===== src/rtl/sfr_pkg.sv =====
`default_nettype none
// +------------------------------------------------------------------+
// | sfr_pkg : shared widths, FSM states and request bundle for the   |
// |           SFR arbiter                                            |
// | Revision: 1.0                                                    |
// +------------------------------------------------------------------+
package sfr_pkg;

  localparam int SFR_AW = 8;
  localparam int SFR_DW = 16;

  typedef enum logic [1:0] {
    IDLE  = 2'd0,
    ISSUE = 2'd1,
    ACK   = 2'd2
  } sfr_arb_state_t;

  typedef struct packed {
    logic [SFR_AW-1:0] addr;
    logic              r;
    logic [1:0]        w;
    logic [SFR_DW-1:0] dwrite;
  } sfr_req_t;

endpackage
`default_nettype wire


===== src/rtl/sfr_rr_pick.sv =====
`default_nettype none
// +------------------------------------------------------------------+
// | sfr_rr_pick : combinational two-way round-robin picker           |
// | Revision: 1.0                                                    |
// +------------------------------------------------------------------+
module sfr_rr_pick (
  input  logic [1:0] req,
  input  logic       last,
  output logic [1:0] grant
);

  // On a tie the master that was not granted last wins.
  always_comb begin
    grant = req;
    if (req == 2'b11) begin
      grant = last ? 2'b01 : 2'b10;
    end
  end

endmodule
`default_nettype wire


===== src/rtl/sfr_arbiter.sv =====
`default_nettype none
// +------------------------------------------------------------------+
// | sfr_arbiter : two-master round-robin arbiter and three-phase     |
// |               sequencer for the SFR port. Optional master lock   |
// |               enabled by macro SFR_ARB_LOCK_EN.                   |
// | Revision: 1.0                                                    |
// +------------------------------------------------------------------+
module sfr_arbiter
  import sfr_pkg::*;
#(
  parameter int AW = SFR_AW,
  parameter int DW = SFR_DW
) (
  input  logic          clk,
  input  logic          reset,
  input  logic          m0_req,
  input  logic [AW-1:0] m0_addr,
  input  logic          m0_r,
  input  logic [1:0]    m0_w,
  input  logic [DW-1:0] m0_dwrite,
  output logic          m0_ack,
  output logic [DW-1:0] m0_rdata,
  input  logic          m1_req,
  input  logic [AW-1:0] m1_addr,
  input  logic          m1_r,
  input  logic [1:0]    m1_w,
  input  logic [DW-1:0] m1_dwrite,
  output logic          m1_ack,
  output logic [DW-1:0] m1_rdata,
`ifdef SFR_ARB_LOCK_EN
  input  logic          m0_lock,
  input  logic          m1_lock,
`endif
  output logic          s_sel,
  output logic [AW-1:0] s_addr,
  output logic          s_r,
  output logic [1:0]    s_w,
  output logic [DW-1:0] s_dwrite,
  input  logic [DW-1:0] s_data
);

  sfr_arb_state_t r_state;
  logic           r_last;
  logic           r_win;
  logic           r_s_sel;
  logic [AW-1:0]  r_s_addr;
  logic           r_s_r;
  logic [1:0]     r_s_w;
  logic [DW-1:0]  r_s_dwrite;
  logic           r_m0_ack;
  logic           r_m1_ack;
  logic [DW-1:0]  r_m0_rdata;
  logic [DW-1:0]  r_m1_rdata;

  logic [1:0]     w_req;
  logic [1:0]     w_grant;
  logic           w_win;

`ifdef SFR_ARB_LOCK_EN
  logic           r_locked;
  logic           r_owner;
  logic           w_lock;
  assign w_lock = w_win ? m1_lock : m0_lock;
`endif

  // While locked only the owner's request is visible to the picker.
  always_comb begin
    w_req = {m1_req, m0_req};
`ifdef SFR_ARB_LOCK_EN
    if (r_locked) begin
      w_req = r_owner ? {m1_req, 1'b0} : {1'b0, m0_req};
    end
`endif
  end

  sfr_rr_pick u_pick (
    .req   (w_req),
    .last  (r_last),
    .grant (w_grant)
  );

  assign w_win = w_grant[1];

  always_ff @(posedge clk) begin
    if (reset) begin
      r_state    <= IDLE;
      r_last     <= 1'b1;
      r_win      <= 1'b0;
      r_s_sel    <= 1'b0;
      r_s_addr   <= '0;
      r_s_r      <= 1'b0;
      r_s_w      <= 2'b00;
      r_s_dwrite <= '0;
      r_m0_ack   <= 1'b0;
      r_m1_ack   <= 1'b0;
      r_m0_rdata <= '0;
      r_m1_rdata <= '0;
`ifdef SFR_ARB_LOCK_EN
      r_locked   <= 1'b0;
      r_owner    <= 1'b0;
`endif
    end else begin
      r_m0_ack <= 1'b0;
      r_m1_ack <= 1'b0;
      case (r_state)
        IDLE: begin
          if (|w_grant) begin
            r_state    <= ISSUE;
            r_last     <= w_win;
            r_win      <= w_win;
            r_s_sel    <= 1'b1;
            r_s_addr   <= w_win ? m1_addr   : m0_addr;
            r_s_r      <= w_win ? m1_r      : m0_r;
            r_s_w      <= w_win ? m1_w      : m0_w;
            r_s_dwrite <= w_win ? m1_dwrite : m0_dwrite;
`ifdef SFR_ARB_LOCK_EN
            r_locked   <= w_lock;
            r_owner    <= w_win;
`endif
          end
        end
        ISSUE: begin
          // sfr has committed any write on the falling edge; capture and release the port.
          r_state    <= ACK;
          if (r_win) begin
            r_m1_rdata <= s_data;
          end else begin
            r_m0_rdata <= s_data;
          end
          r_m0_ack   <= ~r_win;
          r_m1_ack   <= r_win;
          r_s_sel    <= 1'b0;
          r_s_addr   <= '0;
          r_s_r      <= 1'b0;
          r_s_w      <= 2'b00;
          r_s_dwrite <= '0;
        end
        ACK: begin
          r_state <= IDLE;
        end
        default: begin
          r_state <= IDLE;
        end
      endcase
    end
  end

  assign s_sel    = r_s_sel;
  assign s_addr   = r_s_addr;
  assign s_r      = r_s_r;
  assign s_w      = r_s_w;
  assign s_dwrite = r_s_dwrite;
  assign m0_ack   = r_m0_ack;
  assign m1_ack   = r_m1_ack;
  assign m0_rdata = r_m0_rdata;
  assign m1_rdata = r_m1_rdata;

endmodule
`default_nettype wire

===== config.mk =====
export PLATFORM = sky130hd
export DESIGN_NAME = sfr_arbiter
export DESIGN_NICKNAME = d
export VERILOG_FILES = /design/src/rtl/sfr_pkg.sv /design/src/rtl/sfr_rr_pick.sv /design/src/rtl/sfr_arbiter.sv
export SDC_FILE = /design/constraint.sdc
export NUM_CORES = 1
export LEC_CHECK = 0
export CORE_MARGIN = 2
export CORE_UTILIZATION = 41
export CTS_BUF_LIST = sky130_fd_sc_hd__clkbuf_8
export CTS_CLUSTER_DIAMETER = 50
export DETAILED_ROUTE_END_ITERATION = 10
export PLACE_DENSITY = 0.79
export SLEW_MARGIN = 10
export SYNTH_ARGS = -nofsm -noshare
export SYNTH_HDL_FRONTEND = slang
export SYNTH_SLANG_ARGS = --single-unit

===== constraint.sdc =====
create_clock -name clk -period 2.2 [get_ports clk]
set_clock_uncertainty 0.2 [all_clocks]
set_input_delay 0.44 -clock clk [delete_from_list [all_inputs] [get_ports clk]]
set_output_delay 0.44 -clock clk [all_outputs]
set_load 0.005 [all_outputs]

==> run summary, run 1 <==
Vias in the first global route - 2502
Slowest library cell on the worst path - clkdlybuf4s50_1
CP Depth - 1
#FFs+latches synth - 66
Die area - 7050 um2
Post-synth cell types - 29
Worst path max stage delay - 550 ps
Crit path buf inv count - 1
Fmax - 539 MHz
Net Sw Power - 717 uW
Worst Setup Start Kind - flop
DR vias - 2651
Num CTS Buffers - 9
Final min period - 1860 ps
Peak supply drop - 0.499 mV
Clk sinks - 66
# H-tree levels - 3
Seq pwr share - 0.442
Initial DRC count - 163
Hold Crit Class - flop to flop
Critical Path Source - s_dwrite[6]
Grt total ovfl - 0
First-pass GRT wire length - 12300 um
Sequential share of the synthesized area - 0.504
Placeable Area - 6280 um2
HPWL Detailed - 5510 um
Antenna-violating nets left - 0
CP Class - flop to output pin
Clock slew at reported path FFs - 60 ps
CTS root buf - clkbuf_8
CP Capture Type - output pin
Layout area overhead - 64.5%
# resized after CTS - 0
Reg2Reg Depth - 3
Worst-Skew Late Latency - 330 ps
Io pins - 136
Final #Nets - 486
Hold Vio Cnt, Final - 0
R2R Path Start - r_state[0]
Commonest cells post-synth - dfxtp_1 (66), nand2_1 (33), a22oi_1 (27), o2bb2ai_1 (27), o21ai_0 (23)
Synth Cell Area - 2620 um2
Post-synth top area share - 0.504
Cts hold-fix bufs - 0
Int Power - 2.28 mW
Worst hold margin - 254 ps
Switching share of power - 0.239
# Max-Cap Violations - 0
Status - finished clean
DIE HEIGHT - 83.9 um
Post-synth EDFFs - 0
Total power - 3.00 mW
Most frequent cell after synthesis - dfxtp_1
Initial DRT Pass Iterations - 4
Crit path to - s_dwrite[6]
Setup tns final - 0 ps
RePlAce Congestion - 0.799
CP Data Arrival Time - 1220 ps
Area contributors post-synth - dfxtp_1 (50%), o2bb2ai_1 (9.0%), a22oi_1 (7.7%), mux2i_1 (6.1%), nand2_1 (4.7%)
Die Wd - 83.9 um
Slew Limit Fails - 0
Port Buffer Count - 135
Pwr dens - 696 nW/um2
Ratio of cells with drive above 1 in the final layout - 0.0863
Syn Inst Count - 277
WP data required - 1560 ps
Setup bufs post-CTS - 0
Top FF cell, synth - dfxtp_1
DRC - 0
Largest net degree at the start of global routing - 40
Final worst-path cycle share - 0.844
Avg Cell Area, Syn - 9.46 um2
RSZ-0062 raised after global routing - false
Vias per Instance - 5.37
Clk pwr share - 0.370
Warnings from Yosys - 0
Max-slew headroom - 0.571
Leak - 1.56 nW
CTS tree - done
Flop2flop setup slack - 520 ps
Row cnt - 29
Worst Tran Pin Value - 644 ps
Initial antenna violation count - 0
Syn_nets - 351
Synth area leader - dfxtp_1
Routed WL - 7800 um
Initial Util - 0.417
Async set-reset flop share out of synthesis - 0
Aggregate global-route resource usage - 0.215
Worst-path fanout max - 2
Final setup violation count - 0
Final antenna diode count - 0
CTS max path bufs - 2
Avg WL per Cell - 15.8 um
Worst R2R End - m1_rdata[2]
Critical-path cell list - clkdlybuf4s50_1
Largest delay share family, worst path - buffers and inverters
Comb power frac - 0.188
power by group through the flow:
| stage | Combinational (mW) | Clock, mW | Sequential [mW] |
|---|---|---|---|
| after global placement | 0.551 | 0 | 1.35 |
| final | 0.563 | 1.11 | 1.33 |
| after global routing | 0.603 | 1.18 | 1.33 |
| after detailed placement | 0.561 | 0 | 1.35 |
| after CTS | 0.565 | 1.12 | 1.32 |
| after floorplan | 0.215 | 0 | 1.34 |
layer usage:
| metal | global-route usage | routed length, um | part of all wire | vias up |
|---|---|---|---|---|
| met5 | 0 | 0 | 0 | - |
| met4 | 0.109 | 244 | 0.031 | 0 |
| met3 | 0.0346 | 456 | 0.058 | 22 |
| met2 | 0.352 | 3860 | 0.49 | 119 |
| met1 | 0.275 | 3250 | 0.42 | 1240 |
| li1 | - | - | - | 1270 |
state kept, by name, summed over array words and instances (netlist names):
name / count
s_r: 1
s_addr: 8
s_sel: 1
r_win: 1
r_last: 1
m0_ack: 1
m1_rdata: 16
m1_ack: 1
s_dwrite: 16
s_w: 2
r_state: 2
m0_rdata: 16
kinds of logic after synthesis:
logic type,Yosys count,synth area share
AOI/OAI and AO/OA,103,0.272
buffers and inverters,27,0.0516
DFF,66,0.504
muxes,16,0.0611
and+or+nand+nor,65,0.111
worst min-delay path by stage:
stage,from,to,slack [ps],depth (start not counted)
final,m1_rdata[5],m1_rdata[5],250,2
after global routing,m1_rdata[15],m1_rdata[15],270,2
after CTS,m1_rdata[9],m1_rdata[9],260,2
after detailed placement,m1_rdata[9],m1_rdata[9],250,2
after global placement,m1_rdata[5],m1_rdata[5],240,2
after floorplan,m1_rdata[0],m1_rdata[0],250,2
final cells by class:
class / count / area (um2)
repair buffers: 150 / 1500
clock buffers: 10 / 138
multi-input cells: 184 / 1170
fillers: 491 / 1970
well taps: 77 / 96.3
inverters: 1 / 3.75
clock inverters: 6 / 81.3
flip-flops and latches: 66 / 1320
placed cells by master (no fill, tap or decap), drive strengths merged:
cell type / Yosys / layout
o21a: 1 / 1
o21ai: 27 / 27
nor4b: 1 / 1
nor2b: 2 / 2
a32oi: 1 / 1
nor2: 21 / 21
bufinv: 0 / 2
nor3b: 2 / 2
a22oi: 27 / 27
clkinv: 0 / 2
a21boi: 1 / 1
a21oi: 18 / 18
o2bb2ai: 27 / 27
buf: 9 / 15
nor3: 1 / 1
clkbuf: 17 / 10
a211o: 1 / 1
clkinvlp: 0 / 1
nand3b: 1 / 1
nand2: 33 / 33
mux2i: 16 / 16
clkdlybuf4s50: 0 / 135
dfxtp: 66 / 66
nand2b: 1 / 1
inv: 1 / 2
or3b: 1 / 1
or3: 1 / 1
and3b: 1 / 1
through the flow:
step	area, um2	setup slack, ps	utilization	cells
global placement	4090	174	0.652	478
finish	4310	344	0.687	494
detailed placement	4090	125	0.652	478
CTS	4310	338	0.687	494
floorplan	2620	615	-	277
global route	4310	297	0.687	494
worst min-delay path, stage by stage (launching register included):
cell and delay [ps]:
dfxtp_1 310, nand2_1 50, a21oi_1 50
No activity file was read; power rests on OpenSTA's default activity.
==> inputs of run 2 (changes only) <==
--- a/config.mk
+++ b/config.mk
@@ -6,11 +6,11 @@
 export NUM_CORES = 1
 export LEC_CHECK = 0
 export CORE_MARGIN = 2
-export CORE_UTILIZATION = 41
+export CORE_UTILIZATION = 37
 export CTS_BUF_LIST = sky130_fd_sc_hd__clkbuf_8
 export CTS_CLUSTER_DIAMETER = 50
 export DETAILED_ROUTE_END_ITERATION = 10
-export PLACE_DENSITY = 0.79
+export PLACE_DENSITY = 0.75
 export SLEW_MARGIN = 10
 export SYNTH_ARGS = -nofsm -noshare
 export SYNTH_HDL_FRONTEND = slang
==> constraint.sdc (replaced) <==
create_clock -name clk -period 1.6 [get_ports clk]
set_clock_uncertainty 0.2 [all_clocks]
set_input_delay 0.32 -clock clk [delete_from_list [all_inputs] [get_ports clk]]
set_output_delay 0.32 -clock clk [all_outputs]
set_load 0.005 [all_outputs]
==> run summary, run 2 (same netlist as run 1, synthesis figures left out) <==
Most common cell after layout, fill and taps aside - clkdlybuf4s50_1
CTS max path bufs - 2
Total power - 4.15 mW
Status - finished clean
First-pass GRT wire length - 12400 um
Worst-path fanout max - 8
Final worst-path cycle share - 0.991
Comb power frac - 0.185
Max-slew headroom - 0.769
Aggregate global-route resource usage - 0.206
Most frequent cells in the layout - clkdlybuf4s50_1 (71), dlygate4sd2_1 (62), dfxtp_1 (44)
Seq pwr share - 0.440
CTS tree - done
DIE HEIGHT - 88.2 um
Final antenna diode count - 0
Top Layer Used - met4
Initial Util - 0.384
Worst Tran Pin Value - 345 ps
Avg WL per Cell - 16.0 um
Initial antenna violation count - 0
Met3 Wirelength - 406 um
CP Data Arrival Time - 1640 ps
# Max-Cap Violations - 0
Worst-Skew Late Latency - 330 ps
Placeable Area - 6830 um2
Vias in the first global route - 2560
WP data required - 1660 ps
Largest net degree at the start of global routing - 20
Net Sw Power - 1.05 mW
Ratio of cells with drive above 1 in the final layout - 0.169
Hold Vio Cnt, Final - 0
Leak - 1.95 nW
DRT met1 WL - 3490 um
Peak supply drop - 0.510 mV
Final #Nets - 500
Num CTS Buffers - 9
Metal2 WL - 4410 um
Row cnt - 30
Hold Crit Class - flop to flop
Pwr dens - 929 nW/um2
DRC - 0
CP Capture Type - flop
Slew Limit Fails - 0
Die Wd - 88.2 um
HPWL Detailed - 5940 um
Int Power - 3.10 mW
Initial DRT Pass Iterations - 4
Final setup violation count - 0
Grt total ovfl - 0
Antenna-violating nets left - 0
Die area - 7770 um2
CP Class - flop to flop
Clock slew at reported path FFs - 70 ps
Switching share of power - 0.253
# H-tree levels - 3
Initial DRC count - 116
CTS root buf - clkbuf_8
# fillers - 612
Worst Setup Start Kind - flop
Clk pwr share - 0.375
Layout area overhead - 70.5%
RePlAce Congestion - 0.787
Clk sinks - 66
Fmax - 631 MHz
DR vias - 2622
Vias per Instance - 4.98
Fin util - 0.654
Port Buffer Count - 135
Routed WL - 8430 um
Io pins - 136
Final min period - 1590 ps
run 2: cell type report:
class	count	area [um2]	share of cell area
clock inverters	7	100	0.0224
clock buffers	9	124	0.0277
repair buffers	164	1590	0.357
flip-flops and latches	66	1350	0.302
well taps	96	120	0.0269
inverters	1	3.75	0.000840
multi-input cells	184	1180	0.263
run 2: metrics by stage:
step	hold WS, ps	area [um2]	setup slack [ps]	cells	TNS (ps)
final	252	4470	14.3	527	0
after global routing	268	4470	-5.38	527	-19.5
after detailed placement	246	4180	-364	506	-10400
after global placement	242	4180	-311	506	-9150
after floorplan	253	2620	22.0	277	0
after CTS	255	4370	16.3	523	0
run 2: routing by layer:
metal,track usage,vias up
met1,0.254,1220
li1,-,1302
met3,0.0386,11
met4,0.0882,0
met5,0,-
met2,0.353,89
run 2: final timing paths:
| kind | cells after the start | slack (ps) | start | end |
|---|---|---|---|---|
| setup / recovery | 5 | 10 | r_state[0] | s_dwrite[8] |
| hold / removal | 2 | 250 | m1_rdata[5] | m1_rdata[5] |
| setup reg to reg | 5 | 10 | r_state[0] | s_dwrite[8] |
| hold reg to reg | 2 | 250 | m1_rdata[5] | m1_rdata[5] |
run 2: power groups by stage:
stage          Clock [mW]  Combinational [mW]  Sequential (mW)
2_1_floorplan           0               0.296             1.85
3_3_place_gp            0               0.779             1.85
3_5_place_dp            0               0.796             1.85
4_1_cts              1.60               0.735             1.82
5_1_grt              1.67               0.830             1.84
6_report             1.56               0.769             1.83
run 2: critical path, cell delays in order, from the launching register on:
cell and delay, ps:
dfxtp_2 360, or3_4 400, a21oi_4 150, buf_12 140
clkbuf_16 150, o2bb2ai_1 120
run 2: timing repair:
action	in CTS	in global routing
hold endpoints to repair	0	0
pin swaps	0	1
gates cloned	0	3
hold buffers	0	0
gates resized for setup	84	8
buffers inserted	1	1
setup endpoints to repair	65	24
==> inputs of run 3 (changes only) <==
==> constraint.sdc (replaced) <==
create_clock -name clk -period 1.6 [get_ports clk]
set_clock_uncertainty 0.2 [all_clocks]
set_input_delay 0.32 -clock clk [delete_from_list [all_inputs] [get_ports clk]]
set_output_delay 0.32 -clock clk [all_outputs]
set_load 0.01 [all_outputs]
==> run summary, run 3 (same netlist as run 1, synthesis figures left out) <==
Global routing usage on met1 - 0.256
Ratio of cells with drive above 1 in the final layout - 0.117
Most frequent cells in the layout - clkdlybuf4s50_1 (71), dfxtp_1 (65), dlygate4sd2_1 (62)
Initial antenna violation count - 0
R2R Path Start - r_state[0]
Clk sinks - 66
Critical Path Source - r_state[0]
Final #Nets - 498
Crit path buf inv count - 2
Routed WL - 8250 um
# Max-Cap Violations - 0
DRC - 0
Grt total ovfl - 0
Slew Limit Fails - 0
Worst-path fanout max - 10
Hold Vio Cnt, Final - 0
Critical-path cell list - or3_4, a21oi_4, buf_12, buf_6, o2bb2ai_1
Slowest library cell on the worst path - or3_4
Vias per Instance - 4.96
Final min period - 1570 ps
Max-slew headroom - 0.772
Post-Place Worst Slack - -364 ps
Cell Area, Placed - 4180 um2
Die Wd - 88.2 um
Initial Util - 0.384
# fillers - 620
Row cnt - 30
Initial DRT Pass Iterations - 4
First-pass GRT wire length - 12300 um
Initial DRC count - 105
Port Buffer Count - 135
Die area - 7770 um2
Fin util - 0.647
Worst Tran Pin Value - 341 ps
Hold Crit Class - flop to flop
Avg WL per Cell - 15.7 um
Io pins - 136
Worst hold margin - 252 ps
Layout Cells excl Fill - 525
Fin area - 4420 um2
Aggregate global-route resource usage - 0.205
GRT Max-Usage Layer - met2
Worst hold start - m1_rdata[5]
Clock slew at reported path FFs - 70 ps
Met3 usage - 0.0386
Peak supply drop - 0.477 mV
Num CTS Buffers - 9
CTS max path bufs - 2
Leak - 1.92 nW
# H-tree levels - 3
Grt met2 use - 0.348
Pwr dens - 946 nW/um2
Placed insts - 506
Largest delay share family, worst path - simple AND/OR/NAND/NOR gates
CP Capture Type - flop
Vias in the first global route - 2547
Worst Setup Start Kind - flop
HPWL Detailed - 5940 um
Fmax - 637 MHz
Worst-Skew Late Latency - 330 ps
DR vias - 2605
Most common cell after layout, fill and taps aside - clkdlybuf4s50_1
CP Class - flop to flop
Final antenna diode count - 0
DIE HEIGHT - 88.2 um
Status - finished clean
Placeable Area - 6830 um2
CP Data Arrival Time - 1630 ps
Layout area overhead - 68.6%
Antenna-violating nets left - 0
WP data required - 1660 ps
Worst path max stage delay - 400 ps
Final worst-path cycle share - 0.981
RePlAce Congestion - 0.787
CTS tree - done
Post-route setup slack - 29.7 ps
Final setup violation count - 0
RSZ-0062 raised after global routing - false
Cts hold-fix bufs - 0
Largest net degree at the start of global routing - 20
CTS root buf - clkbuf_8
==> run 3: changes by cell type in the layout (fill, tap and decap cells not counted), sizes merged <==
cell | previous run | this run
buf | 27 | 25
==> run 3: timing repair <==
item | CTS | global route
pin swaps | 0 | 1
setup buffers | 0 | 1
gates cloned | 0 | 2
setup endpoints to repair | 65 | 22
gates resized for setup | 63 | 6
==> run 3: worst paths after layout <==
path	to	slack [ps]	depth (start not counted)
worst min register to register	m1_rdata[5]	250	2
worst max register to register	s_dwrite[2]	30	5
worst min-delay path	m1_rdata[5]	250	2
worst max-delay path	s_dwrite[2]	30	5
==> run 3: final cells by class <==
cell class,count,area [um2],share of cell area
Sequential cell,66,1320,0.299
Inverter,1,3.75,0.000850
Clock buffer,9,124,0.0280
Multi-Input combinational cell,184,1170,0.265
Timing Repair Buffer,162,1580,0.357
Clock inverter,7,100,0.0227
Tap cell,96,120,0.0272
==> run 3: metrics by stage <==
| step | TNS (ps) | power [mW] |
|---|---|---|
| after CTS | 0 | 4.18 |
| final | 0 | 4.18 |
| after detailed placement | -10400 | 2.69 |
| after global routing | 0 | 4.35 |
| after floorplan | 0 | 2.18 |
| after global placement | -9150 | 2.67 |
==> run 3: metal layers <==
metal	wire, um	part of all wire
met5	0	0
met4	136	0.016
met3	414	0.050
met2	4230	0.51
met1	3470	0.42
==> run 3: where the power goes <==
part / leakage, nW / internal, mW / total [mW] / switching [mW]
registers: 0.540 / 1.75 / 1.82 / 0.0662
clock network: 0.114 / 0.891 / 1.56 / 0.673
logic: 1.27 / 0.448 / 0.796 / 0.348
==> run 3: worst register-to-register path: stages, from the launching register on <==
cell and delay (ps):
dfxtp_2 360, or3_4 400, a21oi_4 150, buf_12 140
buf_6 140, o2bb2ai_1 120
